## src/rtl/plic_types_pkg.sv

```systemverilog
// Shared register map, ID and priority types for the lite PLIC.
// Pure declarations: no latency, no flow control.
package plic_types_pkg;

  localparam int PRIO_W_DEF = 3;
  localparam int ID_W       = 5;

  localparam logic [11:0] PRIO_BASE  = 12'h000;
  localparam logic [11:0] PEND_OFF   = 12'h080;
  localparam logic [11:0] EN_OFF     = 12'h100;
  localparam logic [11:0] THRESH_OFF = 12'h200;
  localparam logic [11:0] CLAIM_OFF  = 12'h204;

  typedef logic [ID_W-1:0]       plic_id_t;
  typedef logic [PRIO_W_DEF-1:0] plic_prio_t;

  function automatic logic [9:0] word_idx(input logic [11:0] byte_addr);
    return byte_addr[11:2];
  endfunction

endpackage

```

## src/rtl/plic_gateway.sv

```systemverilog
// Per-source gateway: 2-flop synchronizer, level/rising-edge request, pending and in-flight flags.
// Pending sets 3 edges after a raw rise; a request is dropped while the source is in flight.
module plic_gateway #(
  parameter bit EDGE = 1'b0
) (
  input  logic core_clk,
  input  logic arst_n,
  input  logic irq_raw,
  input  logic claim,
  input  logic complete,
  output logic pending
);

  logic sync1_q, sync1_d;
  logic sync2_q, sync2_d;
  logic hist_q,  hist_d;
  logic pend_q,  pend_d;
  logic infl_q,  infl_d;
  logic req;

  always_comb begin
    sync1_d = irq_raw;
    sync2_d = sync1_q;
    hist_d  = sync2_q;
    req     = EDGE ? (sync2_q & ~hist_q) : sync2_q;
    pend_d  = pend_q;
    infl_d  = infl_q;
    if (req && !infl_q) begin
      pend_d = 1'b1;
    end
    // A claim in the same cycle as a request wins: the source is now in flight.
    if (claim) begin
      pend_d = 1'b0;
      infl_d = 1'b1;
    end else if (complete) begin
      infl_d = 1'b0;
    end
  end

  always_ff @(posedge core_clk or negedge arst_n) begin
    if (!arst_n) begin
      sync1_q <= 1'b0;
      sync2_q <= 1'b0;
      hist_q  <= 1'b0;
      pend_q  <= 1'b0;
      infl_q  <= 1'b0;
    end else begin
      sync1_q <= sync1_d;
      sync2_q <= sync2_d;
      hist_q  <= hist_d;
      pend_q  <= pend_d;
      infl_q  <= infl_d;
    end
  end

  assign pending = pend_q;

endmodule

```

## src/rtl/plic_lite.sv

```systemverilog
// Machine-mode PLIC: gateways, priority arbitration, claim/complete register port.
// Bus ack/rdata one cycle after each request, no backpressure; interrupt output registered.
module plic_lite
  import plic_types_pkg::*;
#(
  parameter int          NUM_SRC   = 8,
  parameter int          PRIO_W    = PRIO_W_DEF,
  parameter logic [31:0] EDGE_MASK = 32'h0
) (
  input  logic               CLK,
  input  logic               nRST,
  input  logic [NUM_SRC:0]   irq_src,
  input  logic               bus_ren,
  input  logic               bus_wen,
  input  logic [11:0]        bus_addr,
  input  logic [31:0]        bus_wdata,
  output logic [31:0]        bus_rdata,
  output logic               bus_ack,
  output logic               plic_ext_int_m,
  output logic               plic_clear_ext_int_m
);

  localparam logic [9:0] PRIO_WIDX  = word_idx(PRIO_BASE);
  localparam logic [9:0] PEND_WIDX  = word_idx(PEND_OFF);
  localparam logic [9:0] EN_WIDX    = word_idx(EN_OFF);
  localparam logic [9:0] THR_WIDX   = word_idx(THRESH_OFF);
  localparam logic [9:0] CLAIM_WIDX = word_idx(CLAIM_OFF);

  logic [PRIO_W-1:0] prio_q [1:NUM_SRC];
  logic [PRIO_W-1:0] prio_d [1:NUM_SRC];
  logic [NUM_SRC:1]  en_q, en_d;
  logic [PRIO_W-1:0] thr_q, thr_d;
  logic [31:0]       rdata_q, rdata_d;
  logic              ack_q, ack_d;
  logic              ext_q, ext_d;
  logic              clr_q, clr_d;

  logic [9:0]        widx;
  logic [9:0]        prio_off;
  logic              prio_hit;
  logic              rd_go;
  plic_id_t          cmpl_id;
  logic [NUM_SRC:0]  pend_vec;
  logic [NUM_SRC:1]  elig;
  logic [NUM_SRC:1]  claim_vec;
  logic [NUM_SRC:1]  cmpl_vec;
  plic_id_t          win_id;
  logic [PRIO_W-1:0] win_prio;
  logic              claim_fire;
  logic [31:0]       rd_val;
  logic              unused_bits;

  assign widx     = word_idx(bus_addr);
  assign prio_off = widx - PRIO_WIDX;
  assign prio_hit = (prio_off < 10'd32);
  assign rd_go    = bus_ren & ~bus_wen;
  assign cmpl_id  = bus_wdata[ID_W-1:0];
  assign unused_bits = ^{irq_src[0], bus_addr[1:0], bus_wdata};

  assign pend_vec[0] = 1'b0;

  for (genvar g = 1; g <= NUM_SRC; g++) begin : g_gw
    plic_gateway #(
      .EDGE (EDGE_MASK[g])
    ) u_gw (
      .core_clk (CLK),
      .arst_n   (nRST),
      .irq_raw  (irq_src[g]),
      .claim    (claim_vec[g]),
      .complete (cmpl_vec[g]),
      .pending  (pend_vec[g])
    );
  end

  // Winner search: strict '>' keeps the lowest ID on priority ties.
  always_comb begin
    elig     = '0;
    win_id   = '0;
    win_prio = '0;
    for (int i = 1; i <= NUM_SRC; i++) begin
      elig[i] = pend_vec[i] & en_q[i] & (prio_q[i] > thr_q);
      if (elig[i] && ((win_id == '0) || (prio_q[i] > win_prio))) begin
        win_id   = plic_id_t'(i);
        win_prio = prio_q[i];
      end
    end
  end

  always_comb begin
    claim_fire = rd_go && (widx == CLAIM_WIDX) && (win_id != '0);
    claim_vec  = '0;
    for (int i = 1; i <= NUM_SRC; i++) begin
      if (claim_fire && (win_id == plic_id_t'(i))) begin
        claim_vec[i] = 1'b1;
      end
    end
  end

  always_comb begin
    prio_d   = prio_q;
    en_d     = en_q;
    thr_d    = thr_q;
    cmpl_vec = '0;
    if (bus_wen) begin
      if (prio_hit) begin
        for (int i = 1; i <= NUM_SRC; i++) begin
          if (prio_off[4:0] == 5'(i)) begin
            prio_d[i] = bus_wdata[PRIO_W-1:0];
          end
        end
      end
      if (widx == EN_WIDX) begin
        en_d = bus_wdata[NUM_SRC:1];
      end
      if (widx == THR_WIDX) begin
        thr_d = bus_wdata[PRIO_W-1:0];
      end
      if (widx == CLAIM_WIDX) begin
        for (int i = 1; i <= NUM_SRC; i++) begin
          if (cmpl_id == plic_id_t'(i)) begin
            cmpl_vec[i] = 1'b1;
          end
        end
      end
    end
  end

  always_comb begin
    rd_val = '0;
    if (prio_hit) begin
      for (int i = 1; i <= NUM_SRC; i++) begin
        if (prio_off[4:0] == 5'(i)) begin
          rd_val = 32'(prio_q[i]);
        end
      end
    end else if (widx == PEND_WIDX) begin
      rd_val = 32'(pend_vec);
    end else if (widx == EN_WIDX) begin
      rd_val = 32'({en_q, 1'b0});
    end else if (widx == THR_WIDX) begin
      rd_val = 32'(thr_q);
    end else if (widx == CLAIM_WIDX) begin
      rd_val = 32'(win_id);
    end
    rdata_d = rd_go ? rd_val : '0;
    ack_d   = bus_ren | bus_wen;
    ext_d   = |elig;
    clr_d   = ext_q & ~(|elig);
  end

  always_ff @(posedge CLK or negedge nRST) begin
    if (!nRST) begin
      for (int i = 1; i <= NUM_SRC; i++) begin
        prio_q[i] <= '0;
      end
      en_q    <= '0;
      thr_q   <= '0;
      rdata_q <= '0;
      ack_q   <= 1'b0;
      ext_q   <= 1'b0;
      clr_q   <= 1'b0;
    end else begin
      prio_q  <= prio_d;
      en_q    <= en_d;
      thr_q   <= thr_d;
      rdata_q <= rdata_d;
      ack_q   <= ack_d;
      ext_q   <= ext_d;
      clr_q   <= clr_d;
    end
  end

  assign bus_rdata            = rdata_q;
  assign bus_ack              = ack_q;
  assign plic_ext_int_m       = ext_q;
  assign plic_clear_ext_int_m = clr_q;

endmodule

```

## config.mk

```make
export PLATFORM = sky130hd
export DESIGN_NAME = plic_lite
export DESIGN_NICKNAME = d
export VERILOG_FILES = /design/src/rtl/plic_types_pkg.sv /design/src/rtl/plic_gateway.sv /design/src/rtl/plic_lite.sv
export SDC_FILE = /design/constraint.sdc
export NUM_CORES = 1
export LEC_CHECK = 0
export ABC_AREA = 1
export ABC_CLOCK_PERIOD_IN_PS = 8800
export CAP_MARGIN = 20
export CORE_MARGIN = 8
export CORE_UTILIZATION = 54
export DETAILED_ROUTE_END_ITERATION = 8
export GPL_TIMING_DRIVEN = 0
export PLACE_DENSITY_LB_ADDON = 0.25
export SYNTH_ARGS = -nofsm -noshare
export SYNTH_HDL_FRONTEND = slang
export SYNTH_SLANG_ARGS = --single-unit
```

## constraint.sdc

```tcl
create_clock -name CLK -period 8.8 [get_ports CLK]
set_input_delay 1.32 -clock CLK [delete_from_list [all_inputs] [get_ports CLK]]
set_output_delay 1.32 -clock CLK [all_outputs]
set_load 0.05 [all_outputs]
```

# --- Word-level counts from Yosys, hierarchy flattened ---
# Index checks and enable logic that the tools add are counted.
classes:
  n_eq_ne: 28
  bitwise_logic: 21
  reduce_logical: 75
  magnitude_cmp: 16
  n_shift: 0
  muxes: 79
  addsub: 0
  div: 0
  multipliers: 0
op_table:
  columns: ["op", "count"]
  rows:
  - ["32-bit two-way mux", 8]
  - ["5-bit by 3-bit equality test with 1-bit output (second input constant)", 12]
  - ["1-bit two-way mux", 49]
  - ["3-bit greater-than comparator", 15]
  - ["5-bit two-way mux", 9]
  - ["5-bit zero test", 7]
  - ["2-bit nonzero test", 16]
  - ["5-bit by 2-bit equality test with 1-bit output (second input constant)", 6]
  - ["3-bit two-way mux", 9]
  - ["1-bit logical AND", 25]
  - ["3-bit AND reduction", 8]
  - ["10-bit by 8-bit equality test with 1-bit output (second input constant)", 2]
  - ["1-bit AND", 18]
  - ["9-bit two-way mux", 2]
  - ["8-bit two-way mux", 2]
  - ["5-bit by 1-bit equality test with 1-bit output (second input constant)", 3]
  - ["5-bit by 4-bit equality test with 1-bit output (second input constant)", 3]
  - ["10-bit by 6-bit equality test with 1-bit output (second input constant)", 1]
  - ["10-bit by 7-bit equality test with 1-bit output (second input constant)", 1]
  - ["10-bit by 6-bit less-than comparator with 1-bit output (second input constant)", 1]
  - ["1-bit zero test", 8]
  - ["8-bit OR reduction", 1]
  - ["1-bit logical OR", 7]
  - ["5-bit nonzero test", 1]
  - ["3 further kinds", 5]
totals:
  latch_bits: 0
  reg_bits: 102
  out_inout_bits: 35
  n_memories: 0
  elab_cells: 265
  rom_bits: 0
  in_bits: 57
  ramBits: 0

# --- Depth between registers and ports, before layout ---
logic_depth:
  ltp_word: 37
  mapped_depth: 72
  mapped_depth_nobuf: 72

# --- Modules after synthesis ---
# A second synthesis with hierarchy kept.
unflattened:
  cells_unflattened: 628
  hier_area_um2: 5073.6
modules_own_cells:
  columns: ["module", "area_each_um2", "instances", "seq_area_each_um2", "cells_each"]
  rows:
  - ["plic_lite", 4032.6, 1, 1176.1, 556]
  - ["plic_gateway", 130.1, 8, 100.1, 9]

# --- Least setup slack after synthesis ---
# No wires, ideal clock.
synth_path:
  path_type: "reg2reg"
  start: "register thr_q[2]"
  end: "register g_gw[1].u_gw.pend_q"
  period_less_slack_ns: 8.065
  path_buffers: 0
  setup_time_ns: 0.122
  arrival_time_ns: 7.943
  stages_incl_launch_ff: 70
  required_ns: 8.678
  path_slack_ns: 0.735
  path_cell_list: "dfrtp_1 > inv_1 > ha_1 > nand3_1 > nand2_2 > inv_2 > nand2_4 > nor2_1 > inv_1 > ha_1 > a21oi_1 > nand2_1 > nand2_1 > nand2_1 > nand2_2 > nand2_1 > nand2_1 > inv_1 > [34 not listed] > ha_1 > a21oi_1 > o21ai_0 > nand2_1 > nand2_2 > nand2_4 > nand2_1 > o21ai_0 > ha_1 > a21oi_1 > a32oi_1 > o21bai_2 > nand2_4 > inv_2 > nor2_2 > nand2_4 > inv_4 > a21oi_2"
synth_between:
  elab_chain_cells: 36
  word_cells_on_any_way: 66
  cone_classes: "order compare: 15; eq/ne: 1; mux: 17; bitwise: 8; reduce/logical: 25"
synth_rtl:
  columns: ["element", "line_no", "text"]
  rows:
  - ["start, declared", "plic_lite.sv:32", "logic [PRIO_W-1:0] thr_q, thr_d;"]
  - ["start signal, assigned", "plic_lite.sv:165", "thr_q <= thr_d;"]
  - ["3-bit greater-than comparator", "plic_lite.sv:81", "elig[i] = pend_vec[i] & en_q[i] & (prio_q[i] > thr_q);"]
  - ["1-bit AND", "plic_lite.sv:81", null]
  - ["3-bit two-way mux or 1-bit two-way mux (tied branches)", "plic_lite.sv:82", "if (elig[i] && ((win_id == '0) || (prio_q[i] > win_prio))) begin"]
  - ["3-bit greater-than comparator or 5-bit zero test (tied branches)", "plic_lite.sv:82", null]
  - ["1-bit logical OR", "plic_lite.sv:82", null]
  - ["1-bit logical AND", "plic_lite.sv:82", null]
  - ["3-bit two-way mux or 5-bit two-way mux (tied branches)", "plic_lite.sv:82", null]
  - ["3-bit greater-than comparator or 5-bit zero test (tied branches)", "plic_lite.sv:82", null]
  - ["[20 not listed]", null, null]
  - ["1-bit logical OR", "plic_lite.sv:82", null]
  - ["1-bit logical AND", "plic_lite.sv:82", null]
  - ["5-bit two-way mux *", "plic_lite.sv:82", null]
  - ["5-bit nonzero test", "plic_lite.sv:90", "claim_fire = rd_go && (widx == CLAIM_WIDX) && (win_id != '0);"]
  - ["1-bit logical AND", "plic_lite.sv:90", null]
  - ["1-bit logical AND *", "plic_lite.sv:93", "if (claim_fire && (win_id == plic_id_t'(i))) begin"]
  - ["1-bit two-way mux *", "plic_lite.sv:93", null]
  - ["1-bit two-way mux or 2-bit nonzero test (tied branches)", null, null]
  - ["end signal, assigned", "plic_gateway.sv:51", "pend_q <= pend_d;"]
  - ["end, declared", "plic_gateway.sv:17", "logic pend_q, pend_d;"]
# Every way passes the cells marked *; elsewhere a longest branch is shown, timed or not.
# A chain may end at the register's enable or synchronous reset.

# --- Worst setup path in the final report ---
layout_path:
  start: "register thr_q[2]"
  end: "register rdata_q[0] (netlist: bus_rdata[0])"
layout_between:
  elab_chain_cells: 37
  word_cells_on_any_way: 65
  cone_classes: "order compare: 15; mux: 21; bitwise: 8; reduce/logical: 21"
layout_rtl:
  columns: ["element", "line_no", "text"]
  rows:
  - ["3-bit greater-than comparator", "plic_lite.sv:81", null]
  - ["1-bit AND", "plic_lite.sv:81", null]
  - ["3-bit two-way mux or 1-bit two-way mux (tied branches)", "plic_lite.sv:82", null]
  - ["3-bit greater-than comparator or 5-bit zero test (tied branches)", "plic_lite.sv:82", null]
  - ["1-bit logical OR", "plic_lite.sv:82", null]
  - ["1-bit logical AND", "plic_lite.sv:82", null]
  - ["3-bit two-way mux or 5-bit two-way mux (tied branches)", "plic_lite.sv:82", null]
  - ["3-bit greater-than comparator or 5-bit zero test (tied branches)", "plic_lite.sv:82", null]
  - ["[22 not listed]", null, null]
  - ["5-bit two-way mux *", "plic_lite.sv:82", null]
  - ["5-bit two-way mux *", "plic_lite.sv:142", "end else if (widx == CLAIM_WIDX) begin"]
  - ["5-bit two-way mux *", "plic_lite.sv:140", "end else if (widx == THR_WIDX) begin"]
  - ["9-bit two-way mux *", "plic_lite.sv:138", "end else if (widx == EN_WIDX) begin"]
  - ["9-bit two-way mux *", "plic_lite.sv:136", "end else if (widx == PEND_WIDX) begin"]
  - ["32-bit two-way mux *", "plic_lite.sv:130", "if (prio_hit) begin"]
  - ["32-bit two-way mux *", "plic_lite.sv:145", "rdata_d = rd_go ? rd_val : '0;"]
  - ["named net rdata_d[0]", "plic_lite.sv:33", "logic [31:0] rdata_q, rdata_d;"]
  - ["end signal, assigned", "plic_lite.sv:166", "rdata_q <= rdata_d;"]
  - ["end, declared", "plic_lite.sv:33", null]
# The timed path passes the listed nets; every way through them passes the cells marked *.

==> flow_metrics.env <==
export IMPL_wirelength_um=13810
export IMPL_cap_violations=0
export IMPL_rrSetupSlack_ps=350
export IMPL_antenna_left=0
export IMPL_worstSkewPairLatency_ps=360
export IMPL_timing_final_crit_share_pct=96.00
export IMPL_number_of_global_route_vias_before_repair=4553
export IMPL_synth_top_family_by_area="simple AND/OR/NAND/NOR gates"
export IMPL_cts_hold_repair_buffers=0
export IMPL_dp_hpwl_um=10320
export IMPL_drt_pre_antenna_iters=5
export IMPL_min_delay_path_class="flip-flop to flip-flop"
export IMPL_run_status="finished clean"
export IMPL_ys_dominant_reg_cell="dfrtp_1"
export IMPL_clock_fmax_mhz=118.4
export IMPL_vdd_ir_max_v=0.0001156
export IMPL_netlist_top_cells_area="dfrtp_1 39%, ha_1 11%, nand2_1 8.9%"
export IMPL_critical_path_n_buffers_inverters=9
export IMPL_fin_total_pwr_uw=763.9
export IMPL_yosys_register_bits=79
export IMPL_fp_dieArea_um2=12860
export IMPL_globalRouteOverflowTotal=0
export IMPL_tns_ps=0
export IMPL_post_synth_xor_area_fraction_pct=0
export IMPL_synth_edff_count=0
export IMPL_hold_violation_count_in_the_final_report=0
export IMPL_crit_path_max_incr_delay_ps=420
export IMPL_numCtsBuffers=9
export IMPL_ctsLongestPathBuffers=2
export IMPL_worstPathArrival_ps=8710
export IMPL_leakage_uw=0.003011
export IMPL_antenna_found_initial=0
export IMPL_core_rowCount=35
export IMPL_worstSetupPathType="flip-flop to flip-flop"
export IMPL_synth_compound_area_share_pct=13.51
export IMPL_fin_util_pct=69.17
export IMPL_synth_adder_area_share_pct=10.50
export IMPL_synthesis_yosys_warnings=0
export IMPL_register_area_um2=1978
export IMPL_drc_errors=0
export IMPL_avg_synthesized_cell_area_um2=8.209
export IMPL_dr_total_vias=4649
export IMPL_worst_setup_hold_path_clk_slew_ps=90
export IMPL_report_final_slew_viol_count=0
export IMPL_core_area_um2=9240
export IMPL_n_antenna_cell=0
export IMPL_route_detailed_vias_per_inst=5.482
export IMPL_synth_simple_gate_area_share_pct=25.99
export IMPL_global_route_wire_length_before_repair_um=21400
export IMPL_yosysTopAreaCell="dfrtp_1"
export IMPL_initial_core_util_pct=55.44
export IMPL_cts_htree_levels=3
export IMPL_asyncSetResetFlopFracSynth_pct=100.0
export IMPL_grt_start_max_net_pins=64
export IMPL_finish_net_count=814
export IMPL_path_common_cell="nand2_1"
export IMPL_post_synthesis_cell_area_um2=5122
export IMPL_finalClockSkew_ps=12.83
export IMPL_crit_path_start_kind="flip-flop"
export IMPL_fillCellCount=749
export IMPL_finish_instance_area_um2=6391
export IMPL_max_slew_margin_pct=56.46
export IMPL_portion_of_the_post_synthesis_area_used_by_sequential_elements_pct=38.59
export IMPL_cts_tree="yes"
export IMPL_setup_viol=0
export IMPL_synthesis_instances=624
export IMPL_route_detailed_wl_per_inst_um=16.29
export IMPL_clkSinkCount=79
export IMPL_cp_required_ps=9060
export IMPL_period_needed_ps=8448
export IMPL_timing_critical_path_slowest_stage_cell="dfrtp_1"
export IMPL_floorplan_die_width_um=113.4
export IMPL_endpoint_kind="flip-flop"
export IMPL_top_cell_type_s_share_of_synthesized_area_pct=38.59
export IMPL_path_max_fanout=7
export IMPL_synthMuxAreaShare_pct=0.8793
export IMPL_drive_gt1_share_pct=21.70
export IMPL_placed_cell_area_um2=5812
export IMPL_tightest_slew_ps=653.1
export IMPL_io_buffer_count=42
export IMPL_finalWeightedCongestion=0.9488
export IMPL_yosysUniqueCellTypes=41
export IMPL_combined_area_of_the_multi_input_logic_cells_um2=2938
export IMPL_power_density_cell_area_nw_per_um2=119.5
export IMPL_first_iter_violations=353
export IMPL_area_growth_from_synthesis_to_final_layout_pct=24.77
export IMPL_num_io_pins=92
export IMPL_grt_use_total_pct=20.94
export IMPL_clock_root_buffer="clkbuf_8"
export IMPL_die_y_um=113.4
export IMPL_largest_delay_contributor_family_on_the_critical_path="simple AND/OR/NAND/NOR gates"
==> layout make-up <==
| cell class | instances | share of cell area (%) |
|---|---|---|
| inverters | 90 | 5.677 |
| well taps | 129 | 2.525 |
| multi-input cells | 450 | 45.97 |
| clock inverters | 6 | 1.175 |
| flip-flops and latches | 79 | 30.95 |
| plain buffers | 27 | 2.937 |
| clock buffers | 10 | 2.153 |
| repair buffers | 57 | 8.614 |
==> cells by family after synthesis <==
| logic type | after synthesis |
|---|---|
| simple gates | 259 |
| compound gates | 121 |
| buf+inv | 117 |
| flops | 79 |
| fa+ha+maj | 43 |
| mux | 4 |
| other cells | 1 |
==> cells in the mapped netlist (3+ instances only) <==
cell type	instances
a21oi_2	4
dfrtp_1	79
nand2_4	11
o21ai_0	61
a221oi_1	3
nand2_1	121
a21oi_1	33
o2111ai_1	3
nand2_2	12
ha_1	43
inv_1	80
nand3_2	6
nor3_1	9
mux2_2	4
nor2_4	5
nor2_1	30
inv_2	6
o21ai_2	4
nand3b_1	6
clkbuf_1	4
buf_4	23
o21a_1	3
nand3_1	42
nand4_1	7
==> stage by stage <==
| step | setup slack (ps) | hold WS (ps) | cells |
|---|---|---|---|
| 3_5_place_dp | -475.1 | 335.5 | 818 |
| 3_3_place_gp | -76.78 | 332.5 | 817 |
| 2_1_floorplan | 734.5 | 331.2 | 646 |
| 6_report | 352.2 | 348.6 | 848 |
| 5_1_grt | -134.7 | 360.7 | 848 |
| 4_1_cts | 13.67 | 354.9 | 838 |
==> report_power, final <==
part / switching (uW) / internal (uW)
registers: 4.88 / 369
logic: 60.8 / 34.2
clock network: 151 / 143
==> layout by cell type (no fill, tap or decap), types with 28 or more instances in the layout <==
master	netlist	final
nand2_1	121	112
dfrtp_1	79	78
inv_1	80	76
o21ai_0	61	52
clkdlybuf4s50_1	0	41
nand3_1	42	38
buf_4	23	38
ha_1	43	34
nor2_1	30	28
a21oi_1	33	28
==> worst paths after layout <==
check	startpoint	cells after the start	to
setup / recovery	thr_q[2]$_DFFE_PN0P_	71	bus_rdata[0]$_DFF_PN0_
hold / removal	g_gw[6].u_gw.sync1_q$_DFF_PN0_	0	g_gw[6].u_gw.hist_d$_DFF_PN0_
setup reg to reg	thr_q[2]$_DFFE_PN0P_	71	bus_rdata[0]$_DFF_PN0_
hold reg to reg	g_gw[6].u_gw.sync1_q$_DFF_PN0_	0	g_gw[6].u_gw.hist_d$_DFF_PN0_
max in group asynchronous	nRST	2	thr_q[0]$_DFFE_PN0P_
min in group asynchronous	nRST	1	bus_rdata[2]$_DFF_PN0_
==> routing by layer <==
layer	global-route usage, %	wire, um	part of all wire (%)
met4	10.83	503	3.6
met2	35.79	6952	50
met1	24.15	5543	40
met5	0	0	0
met3	4.649	815	5.9
==> sequential cells by signal, summed over array words and instances (netlist names) <==
name and cells:
g_gw.u_gw.infl_q 8, en_q 8, thr_q 3, g_gw.u_gw.hist_d 8, bus_ack 1, plic_clear_ext_int_m 1
g_gw.u_gw.sync1_q 8, prio_q 24, g_gw.u_gw.pending 8, plic_ext_int_m 1, bus_rdata 9
==> what timing repair did <==
item,in CTS,in global routing
setup buffers,4,10
pin swaps,4,21
setup endpoints to repair,20,20
gates resized for setup,10,49
cloned,0,0
endpoints found under the hold margin,0,0
No activity file was read; power rests on OpenSTA's default activity.
